## config.mk

```make
export PLATFORM = sky130hd
export DESIGN_NAME = uart_rx_oversampled_flat
export DESIGN_NICKNAME = d
export VERILOG_FILES = /design/src/rtl/uart_rx_oversampled_if.sv /design/src/rtl/uart_rx_oversampled.sv /design/src/flat_wrapper.sv
export SDC_FILE = /design/constraint.sdc
export NUM_CORES = 1
export LEC_CHECK = 0
export CELL_PAD_IN_SITES_DETAIL_PLACEMENT = 0
export CELL_PAD_IN_SITES_GLOBAL_PLACEMENT = 2
export CORE_AREA = 2 2 66 68
export DETAILED_ROUTE_END_ITERATION = 6
export DIE_AREA = 0 0 68 70
export GPL_ROUTABILITY_DRIVEN = 0
export PLACE_DENSITY_LB_ADDON = 0.1
export SLEW_MARGIN = 10
export SYNTH_ARGS = -nofsm -noshare
export SYNTH_HDL_FRONTEND = slang
export SYNTH_SLANG_ARGS = --single-unit
```

## constraint.sdc

```tcl
create_clock -name CLK -period 3.7 [get_ports CLK]
set_input_delay 0.37 -clock CLK [delete_from_list [all_inputs] [get_ports CLK]]
set_output_delay 0.37 -clock CLK [all_outputs]
set_load 0.05 [all_outputs]
```

## src/rtl/uart_rx_oversampled_if.sv

```systemverilog
// Receive-side handshake and status bundle between the UART receiver and its consumer.
interface uart_rx_oversampled_if #(
  parameter int DATA_BITS = 8
);
  logic [DATA_BITS-1:0] RX_DATA;
  logic                 RX_VALID;
  logic                 RX_ACK;
  logic                 FRAME_ERR;
  logic                 PARITY_ERR;
  logic                 OVERRUN;
  logic                 BUSY;

  modport master (
    output RX_DATA, RX_VALID, FRAME_ERR, PARITY_ERR, OVERRUN, BUSY,
    input  RX_ACK
  );

  modport slave (
    input  RX_DATA, RX_VALID, FRAME_ERR, PARITY_ERR, OVERRUN, BUSY,
    output RX_ACK
  );
endinterface

```

## src/rtl/uart_rx_oversampled.sv

```systemverilog
// Oversampled UART receiver: 2-flop line synchroniser, majority-voted mid-bit sampling,
// optional parity, and a held word with valid/ack plus one-cycle error pulses.
module uart_rx_oversampled #(
  parameter int OVERSAMPLING_RATE = 8,
  parameter int DATA_BITS         = 8,
  parameter bit PARITY_EN         = 1'b0,
  parameter bit PARITY_ODD        = 1'b0
) (
  input  logic                  CLK,
  input  logic                  NRST,
  input  logic                  DIVPULSE,
  input  logic                  RXD,
  uart_rx_oversampled_if.master rx
);
  localparam int TW = $clog2(OVERSAMPLING_RATE);
  localparam int BW = $clog2(DATA_BITS);
  localparam logic [TW-1:0] T_LO  = TW'(OVERSAMPLING_RATE / 2 - 1);
  localparam logic [TW-1:0] T_MID = TW'(OVERSAMPLING_RATE / 2);
  localparam logic [TW-1:0] T_HI  = TW'(OVERSAMPLING_RATE / 2 + 1);
  localparam logic [TW-1:0] T_END = TW'(OVERSAMPLING_RATE - 1);

  typedef enum logic [2:0] {IDLE, START, DATA, PARITY, STOP} state_t;

  state_t               state, state_next;
  logic                 sync1, rxs;
  logic [TW-1:0]        tcnt;
  logic [BW-1:0]        bit_idx;
  logic [DATA_BITS-1:0] shreg;
  logic [1:0]           vote;
  logic                 bit_val, par_bit, wait_high;
  logic                 maj, bit_store, shift_en, par_store, complete;
  logic                 parity_ok, word_ok;

  // Third vote is the live sample, so the decision lands on the last voting tick.
  assign maj       = (vote[0] & vote[1]) | (vote[0] & rxs) | (vote[1] & rxs);
  assign parity_ok = !PARITY_EN || ((^shreg ^ par_bit) == PARITY_ODD);
  assign word_ok   = complete && maj && parity_ok;

  always_ff @(posedge CLK or negedge NRST) begin
    if (!NRST) state <= IDLE;
    else       state <= state_next;
  end

  always_comb begin
    state_next = state;
    bit_store  = 1'b0;
    shift_en   = 1'b0;
    par_store  = 1'b0;
    complete   = 1'b0;
    rx.BUSY    = (state != IDLE);
    if (DIVPULSE) begin
      case (state)
        IDLE: if (!rxs && !wait_high) state_next = START;
        START: begin
          if (tcnt == T_HI && maj) state_next = IDLE;
          else if (tcnt == T_END)  state_next = DATA;
        end
        DATA: begin
          if (tcnt == T_HI) bit_store = 1'b1;
          if (tcnt == T_END) begin
            shift_en = 1'b1;
            if (bit_idx == BW'(DATA_BITS - 1)) state_next = PARITY_EN ? PARITY : STOP;
          end
        end
        PARITY: begin
          if (tcnt == T_HI)  par_store  = 1'b1;
          if (tcnt == T_END) state_next = STOP;
        end
        // Frame finishes at the stop-bit sample so a following start bit is not missed.
        STOP: begin
          if (tcnt == T_HI) begin
            complete   = 1'b1;
            state_next = IDLE;
          end
        end
        default: state_next = IDLE;
      endcase
    end
  end

  always_ff @(posedge CLK or negedge NRST) begin
    if (!NRST) begin
      sync1     <= 1'b1;
      rxs       <= 1'b1;
      tcnt      <= '0;
      bit_idx   <= '0;
      shreg     <= '0;
      vote      <= '0;
      bit_val   <= 1'b0;
      par_bit   <= 1'b0;
      wait_high <= 1'b0;
    end else begin
      sync1 <= RXD;
      rxs   <= sync1;
      if (DIVPULSE) begin
        if (state == IDLE || state_next == IDLE || tcnt == T_END) tcnt <= '0;
        else                                                      tcnt <= tcnt + TW'(1);
        if (tcnt == T_LO)  vote[0] <= rxs;
        if (tcnt == T_MID) vote[1] <= rxs;
      end
      if (state == IDLE) bit_idx <= '0;
      if (bit_store)     bit_val <= maj;
      if (par_store)     par_bit <= maj;
      if (shift_en) begin
        shreg   <= {bit_val, shreg[DATA_BITS-1:1]};
        bit_idx <= bit_idx + BW'(1);
      end
      // A low stop bit may be a break; require an idle-high tick before rearming.
      if (complete && !maj)                        wait_high <= 1'b1;
      else if (DIVPULSE && state == IDLE && rxs)   wait_high <= 1'b0;
    end
  end

  always_ff @(posedge CLK or negedge NRST) begin
    if (!NRST) begin
      rx.RX_DATA    <= '0;
      rx.RX_VALID   <= 1'b0;
      rx.FRAME_ERR  <= 1'b0;
      rx.PARITY_ERR <= 1'b0;
      rx.OVERRUN    <= 1'b0;
    end else begin
      rx.FRAME_ERR  <= complete && !maj;
      rx.PARITY_ERR <= complete && maj && !parity_ok;
      rx.OVERRUN    <= 1'b0;
      if (rx.RX_ACK) rx.RX_VALID <= 1'b0;
      // An ack in the completion cycle frees the buffer for the new word.
      if (word_ok) begin
        if (rx.RX_VALID && !rx.RX_ACK) begin
          rx.OVERRUN <= 1'b1;
        end else begin
          rx.RX_DATA  <= shreg;
          rx.RX_VALID <= 1'b1;
        end
      end
    end
  end
endmodule
```

## src/flat_wrapper.sv

```systemverilog
// flat-port wrapper written by rule: the top's interface ports become plain ports
module uart_rx_oversampled_flat 
#(
  parameter int OVERSAMPLING_RATE = 8,
  parameter int DATA_BITS         = 8,
  parameter bit PARITY_EN         = 1'b0,
  parameter bit PARITY_ODD        = 1'b0
)
  (CLK, NRST, DIVPULSE, RXD, rx_RX_DATA, rx_RX_VALID, rx_FRAME_ERR, rx_PARITY_ERR, rx_OVERRUN, rx_BUSY, rx_RX_ACK);
  uart_rx_oversampled_if #(.DATA_BITS(DATA_BITS)) rx_i ();
  input  logic CLK;
  input  logic NRST;
  input  logic DIVPULSE;
  input  logic RXD;
  output wire logic [$bits(rx_i.RX_DATA)-1:0] rx_RX_DATA;
  output wire logic [$bits(rx_i.RX_VALID)-1:0] rx_RX_VALID;
  output wire logic [$bits(rx_i.FRAME_ERR)-1:0] rx_FRAME_ERR;
  output wire logic [$bits(rx_i.PARITY_ERR)-1:0] rx_PARITY_ERR;
  output wire logic [$bits(rx_i.OVERRUN)-1:0] rx_OVERRUN;
  output wire logic [$bits(rx_i.BUSY)-1:0] rx_BUSY;
  input wire logic [$bits(rx_i.RX_ACK)-1:0] rx_RX_ACK;
  assign rx_RX_DATA = rx_i.RX_DATA;
  assign rx_RX_VALID = rx_i.RX_VALID;
  assign rx_FRAME_ERR = rx_i.FRAME_ERR;
  assign rx_PARITY_ERR = rx_i.PARITY_ERR;
  assign rx_OVERRUN = rx_i.OVERRUN;
  assign rx_BUSY = rx_i.BUSY;
  assign rx_i.RX_ACK = rx_RX_ACK;
  uart_rx_oversampled #(.OVERSAMPLING_RATE(OVERSAMPLING_RATE), .DATA_BITS(DATA_BITS), .PARITY_EN(PARITY_EN), .PARITY_ODD(PARITY_ODD)) u_core (.CLK(CLK), .NRST(NRST), .DIVPULSE(DIVPULSE), .RXD(RXD), .rx(rx_i));
endmodule
```

==> Word level (Yosys, flattened, before mapping) <==
Cells that the tools add are included.
W data, S select, Z words.
{ "classes": {"addsub": 2, "reduce_logical": 21, "n_eq_ne": 9, "muxes": 27, "n_bitwise": 6} }
{ "op_table": {"columns": ["cell", "count"], "rows": [
  ["$mux W3", 11],
  ["$eq A3 B3 Y1 const B", 5],
  ["$mux W1", 15],
  ["$pmux W3 S5", 1],
  ["$eq A3 B2 Y1 const B", 3],
  ["$logic_and A1 B1 Y1", 7],
  ["$add A3 B1 Y3 const B", 2],
  ["$logic_not A3 Y1", 2],
  ["$reduce_and A2 Y1", 3],
  ["$logic_not A1 Y1", 4],
  ["$reduce_bool A2 Y1", 2],
  ["$and A1 B1 Y1", 3],
  ["$eq A3 B1 Y1 const B", 1],
  ["$reduce_bool A3 Y1", 1],
  ["$logic_or A1 B1 Y1", 2],
  ["$or A1 B1 Y1", 2],
  ["$not A1 Y1", 1]
]} }
{ "totals": {"reg_bits": 34, "wordCells": 79, "inputBits": 5, "output_inout_bits": 13} }

==> Logic depth before layout (Yosys ltp) <==
{ "depth": {"depth_word": 11, "mapped_depth": 7, "mapped_depth_nobuf": 7} }

==> Worst setup path after synthesis <==
OpenSTA, ideal clock, no wires.
{ "synth_path": {"path_kind": "register -> register", "from": "register u_core.tcnt[0]", "to": "register u_core.tcnt[0]", "stages_incl_launch_ff": 8, "required_time_ns": 3.561, "setup_slack_ns": 2.071, "path_buffers": 0, "period_less_slack_ns": 1.629, "setup_time_ns": 0.139, "arrival_time_ns": 1.489, "cell_sequence": "dfrtp_1 -> ha_1 -> ha_1 -> o21ai_0 -> a22oi_1 -> a31oi_1 -> nor3_1 -> o22ai_1"} }
{ "synth_via": {"elab_chain_len": 9, "word_cells_on_any_way": 15, "cone_classes": "1 x add/sub; 2 x eq/ne; 8 x mux; 4 x reduce/logical"} }
{ "synth_lines": {"columns": ["item", "line", "text"], "rows": [
  ["from (decl)", "uart_rx_oversampled.sv:26", "logic [TW-1:0] tcnt;"],
  ["from (signal assigned)", "uart_rx_oversampled.sv:97", "else tcnt <= tcnt + TW'(1);"],
  ["$eq A3 B3 Y1 (on tied branches)", null, null],
  ["$mux W3 or $logic_and A1 B1 Y1 (tied branches)", "uart_rx_oversampled.sv:56, uart_rx_oversampled.sv:55", null],
  ["$mux W3", "uart_rx_oversampled.sv:55", "if (tcnt == T_HI && maj) state_next = IDLE;"],
  ["$pmux W3 S5 (*)", "uart_rx_oversampled.sv:52", "case (state)"],
  ["$mux W3 (*)", "uart_rx_oversampled.sv:51", "if (DIVPULSE) begin"],
  ["net u_core.state_next[0]", "uart_rx_oversampled.sv:24", "state_t state, state_next;"],
  ["$logic_not A3 Y1 (*)", "uart_rx_oversampled.sv:96", "if (state == IDLE || state_next == IDLE || tcnt == T_END) tcnt <= '0;"],
  ["$logic_or A1 B1 Y1 (*) (2 in a row)", "uart_rx_oversampled.sv:96", null],
  ["$mux W3 (*)", "uart_rx_oversampled.sv:96", null]
]} }
The timed path passes the listed nets; every way through them passes the cells marked *.
A chain may end at the register's enable or synchronous reset.

==> Worst setup path in the final report <==
{ "layout_path": {"from": "register u_core.state[0]", "to": "output rx_BUSY"} }
{ "layout_via": {"elab_chain_len": 1} }
{ "layout_lines": {"columns": ["item", "line", "text"], "rows": [
  ["from (decl)", "uart_rx_oversampled.sv:24", null],
  ["from (signal assigned)", "uart_rx_oversampled.sv:41", "else state <= state_next;"],
  ["$reduce_bool A3 Y1", "uart_rx_oversampled.sv:50", "rx.BUSY = (state != IDLE);"],
  ["to (decl)", "flat_wrapper.sv:20", "output wire logic [$bits(rx_i.BUSY)-1:0] rx_BUSY;"]
]} }
Every way passes these cells.

==> results.py <==
metrics = {
    "run_status": {
        "status": "finished clean",
    },
    "yosys": {
        "netlist_instances": 127,
        "yosysWarningCount": 0,
        "yosysUniqueCellTypes": 34,
        "synth.cell_area_um2": 1569,
        "syn-num-nets": 139,
        "seq_area_frac_synth_pct": 54.39,
        "synth.avg_cell_area_um2": 12.35,
        "ys_ff_latch": 34,
    },
    "clock_network": {
        "ctsRootBufferMaster": "clkbuf_8",
        "cts_tree": "built",
        "clk_pin_slew_ns": 0.07,
        "postCtsSetupRepairBufs": 0,
        "post_cts_resized": 0,
        "htree_levels": 2,
        "clk-insertion-delay-late_ns": 0.28,
        "clockBufferDepth": 2,
        "clock-sinks": 34,
        "cts_buffers": 5,
        "ctsHoldBuffers": 0,
    },
    "global_routing": {
        "grt_pass1_wl_um": 4843,
        "grt_pass1_vias": 991,
        "grt_max_degree": 35,
        "antenna_found_initial": 0,
        "track_usage_pct": 13.67,
        "grt_overflow_total": 0,
    },
    "floorplanning": {
        "num_rows": 24,
        "die-area_um2": 4760,
        "die_w_um": 68,
        "die_h_um": 70,
        "initial_core_util_pct": 37.86,
        "ioPinCount": 18,
        "coreArea_um2": 4144,
    },
    "timing": {
        "fmax_mhz": 398.1,
        "worst_pin_slew_ns": 0.5047,
        "skew_ns": 0.003497,
        "setup_violations": 0,
        "slew_headroom_pct": 66.25,
        "rsz0062_at_grt": "false",
        "tns_ns": 0,
        "slew_violations": 0,
        "period_minus_slack_ns": 2.512,
        "holdWs_ns": 0.3589,
        "final_hold_viol_count": 0,
        "fin_crit_sh_pct": 67.90,
    },
    "critical_path": {
        "critPathLaunchType": "flop",
        "r2r_setup_slack_ns": 1.76,
        "crit_arrival_ns": 2.14,
        "path_class": "flop to output port",
        "endpoint_kind": "output port",
        "critPathRequiredTime_ns": 3.33,
        "cp_max_fo": 11,
    },
    "cells_and_area": {
        "seq_area_um2": 853.3,
        "antenna_cells": 0,
        "nNetsFinal": 157,
        "multiInputGateArea_um2": 633.1,
        "fin_area_um2": 1858,
        "fillCellCount": 391,
        "layout-drive-gt1-share_pct": 23.45,
        "layout_common_cells": "dfrtp_1, mux2_2, clkdlybuf4s50_1, nand2_1, nand3_1",
        "final_common_cell": "dfrtp_1",
        "final_cells": 197,
        "area_growth_pct": 18.42,
    },
    "placed_design": {
        "post_dp_cell_area_um2": 1745,
        "dp.cells": 190,
        "portBuffers": 16,
        "post-dp-hpwl_um": 1981,
    },
    "power": {
        "total_power_mw": 0.8902,
        "power_density_nw_per_um2": 479.1,
        "p_leak_nw": 0.8819,
        "peakVddDrop_uv": 213.3,
    },
    "drt": {
        "drt_iter0_drc": 105,
        "drt_first_pass_iters": 6,
        "routed_wl_um": 2800,
        "via_per_inst": 5.127,
        "drtAntennaViolNets": 0,
        "vias": 1010,
        "drc_errors": 0,
        "routedWlPerCell_um": 14.21,
    },
    "hold_path": {
        "hp-class": "flop to flop",
    },
    "run": {
        "drv_cap": 0,
    },
}
report_power, final:
group | total (mW) | internal, mW | switching [mW]
clock network | 0.344 | 0.215 | 0.128
registers | 0.429 | 0.396 | 0.0335
logic | 0.118 | 0.0463 | 0.0713
total | 0.890 | 0.657 | 0.233
path summary, 6_finish.rpt:
path                            startpoint        endpoint  cells past startpoint
min reg2reg                   u_core.sync1      u_core.rxs                      0
max in group asynchronous             NRST      u_core.rxs                      2
min in group asynchronous             NRST  u_core.tcnt[1]                      2
max                        u_core.state[0]         rx_BUSY                      3
max reg2reg                 u_core.tcnt[0]  u_core.tcnt[0]                      7
min                           u_core.sync1      u_core.rxs                      0
kinds of logic after synthesis:
kind of cell,share of synthesized area (%)
simple gates,13.24
flops,54.39
mux,13.88
compound gates,6.699
buf+inv,5.263
fa+ha+maj,6.300
other cells,0.2390
cell type report:
cell class / instances / area share [%]
tap: 52 / 3.502
clock buffer: 6 / 4.444
sequential: 34 / 45.93
timing repair buffer: 17 / 9.024
multi-input combinational: 80 / 34.07
clock inverter: 1 / 1.616
inverter: 7 / 1.414
sequential cells by signal (all words and copies together) (netlist names), 2 cells and up:
register           flops
u_core.state           3
u_core.bit_idx         3
u_core.rx.RX_DATA      8
u_core.vote            2
u_core.shreg           8
u_core.tcnt            3
worst max-delay path, stage by stage, from the launching register on:
cell,delay [ns]
dfrtp_1,0.52
nor3_1,0.44
inv_1,0.17
clkdlybuf4s50_1,0.73
through the flow:
step	worst slack, ns	utilization (%)
5_1_grt	1.045	44.84
3_5_place_dp	1.507	42.12
4_1_cts	1.180	44.84
6_report	1.188	44.84
2_1_floorplan	2.071	-
3_3_place_gp	1.474	42.12
synth_stat cells (all sizes together):
master / n / share of area (%)
dfrtp: 32 / 51
mux2: 19 / 14
nand2: 9 / 2.3
nand3: 9 / 3.7
ha: 7 / 5.6
inv: 7 / 1.7
buf: 6 / 3.6
o21ai: 6 / 1.9
nor3: 5 / 2.3
nor2: 4 / 1.1
o22ai: 4 / 1.6
nand4: 3 / 1.6
dfstp: 2 / 3.3
nand2b: 2 / 0.80
a211oi: 1 / 0.48
a21o: 1 / 0.48
a21oi: 1 / 0.32
a22oi: 1 / 0.48
a31oi: 1 / 0.40
conb: 1 / 0.24
maj3: 1 / 0.72
nand3b: 1 / 0.48
nor4: 1 / 0.40
nor4b: 1 / 0.56
o2111ai: 1 / 0.56
o211ai: 1 / 0.48
layer usage:
layer | GRT usage [%] | wire, um | vias up
met5 | 0 | 0 | -
met4 | 5.333 | 34 | 0
met3 | 5.153 | 173 | 4
met2 | 18.23 | 1297 | 30
met1 | 19.85 | 1295 | 494
li1 | - | - | 482
Note: power is estimated with default switching activity, not from simulation.
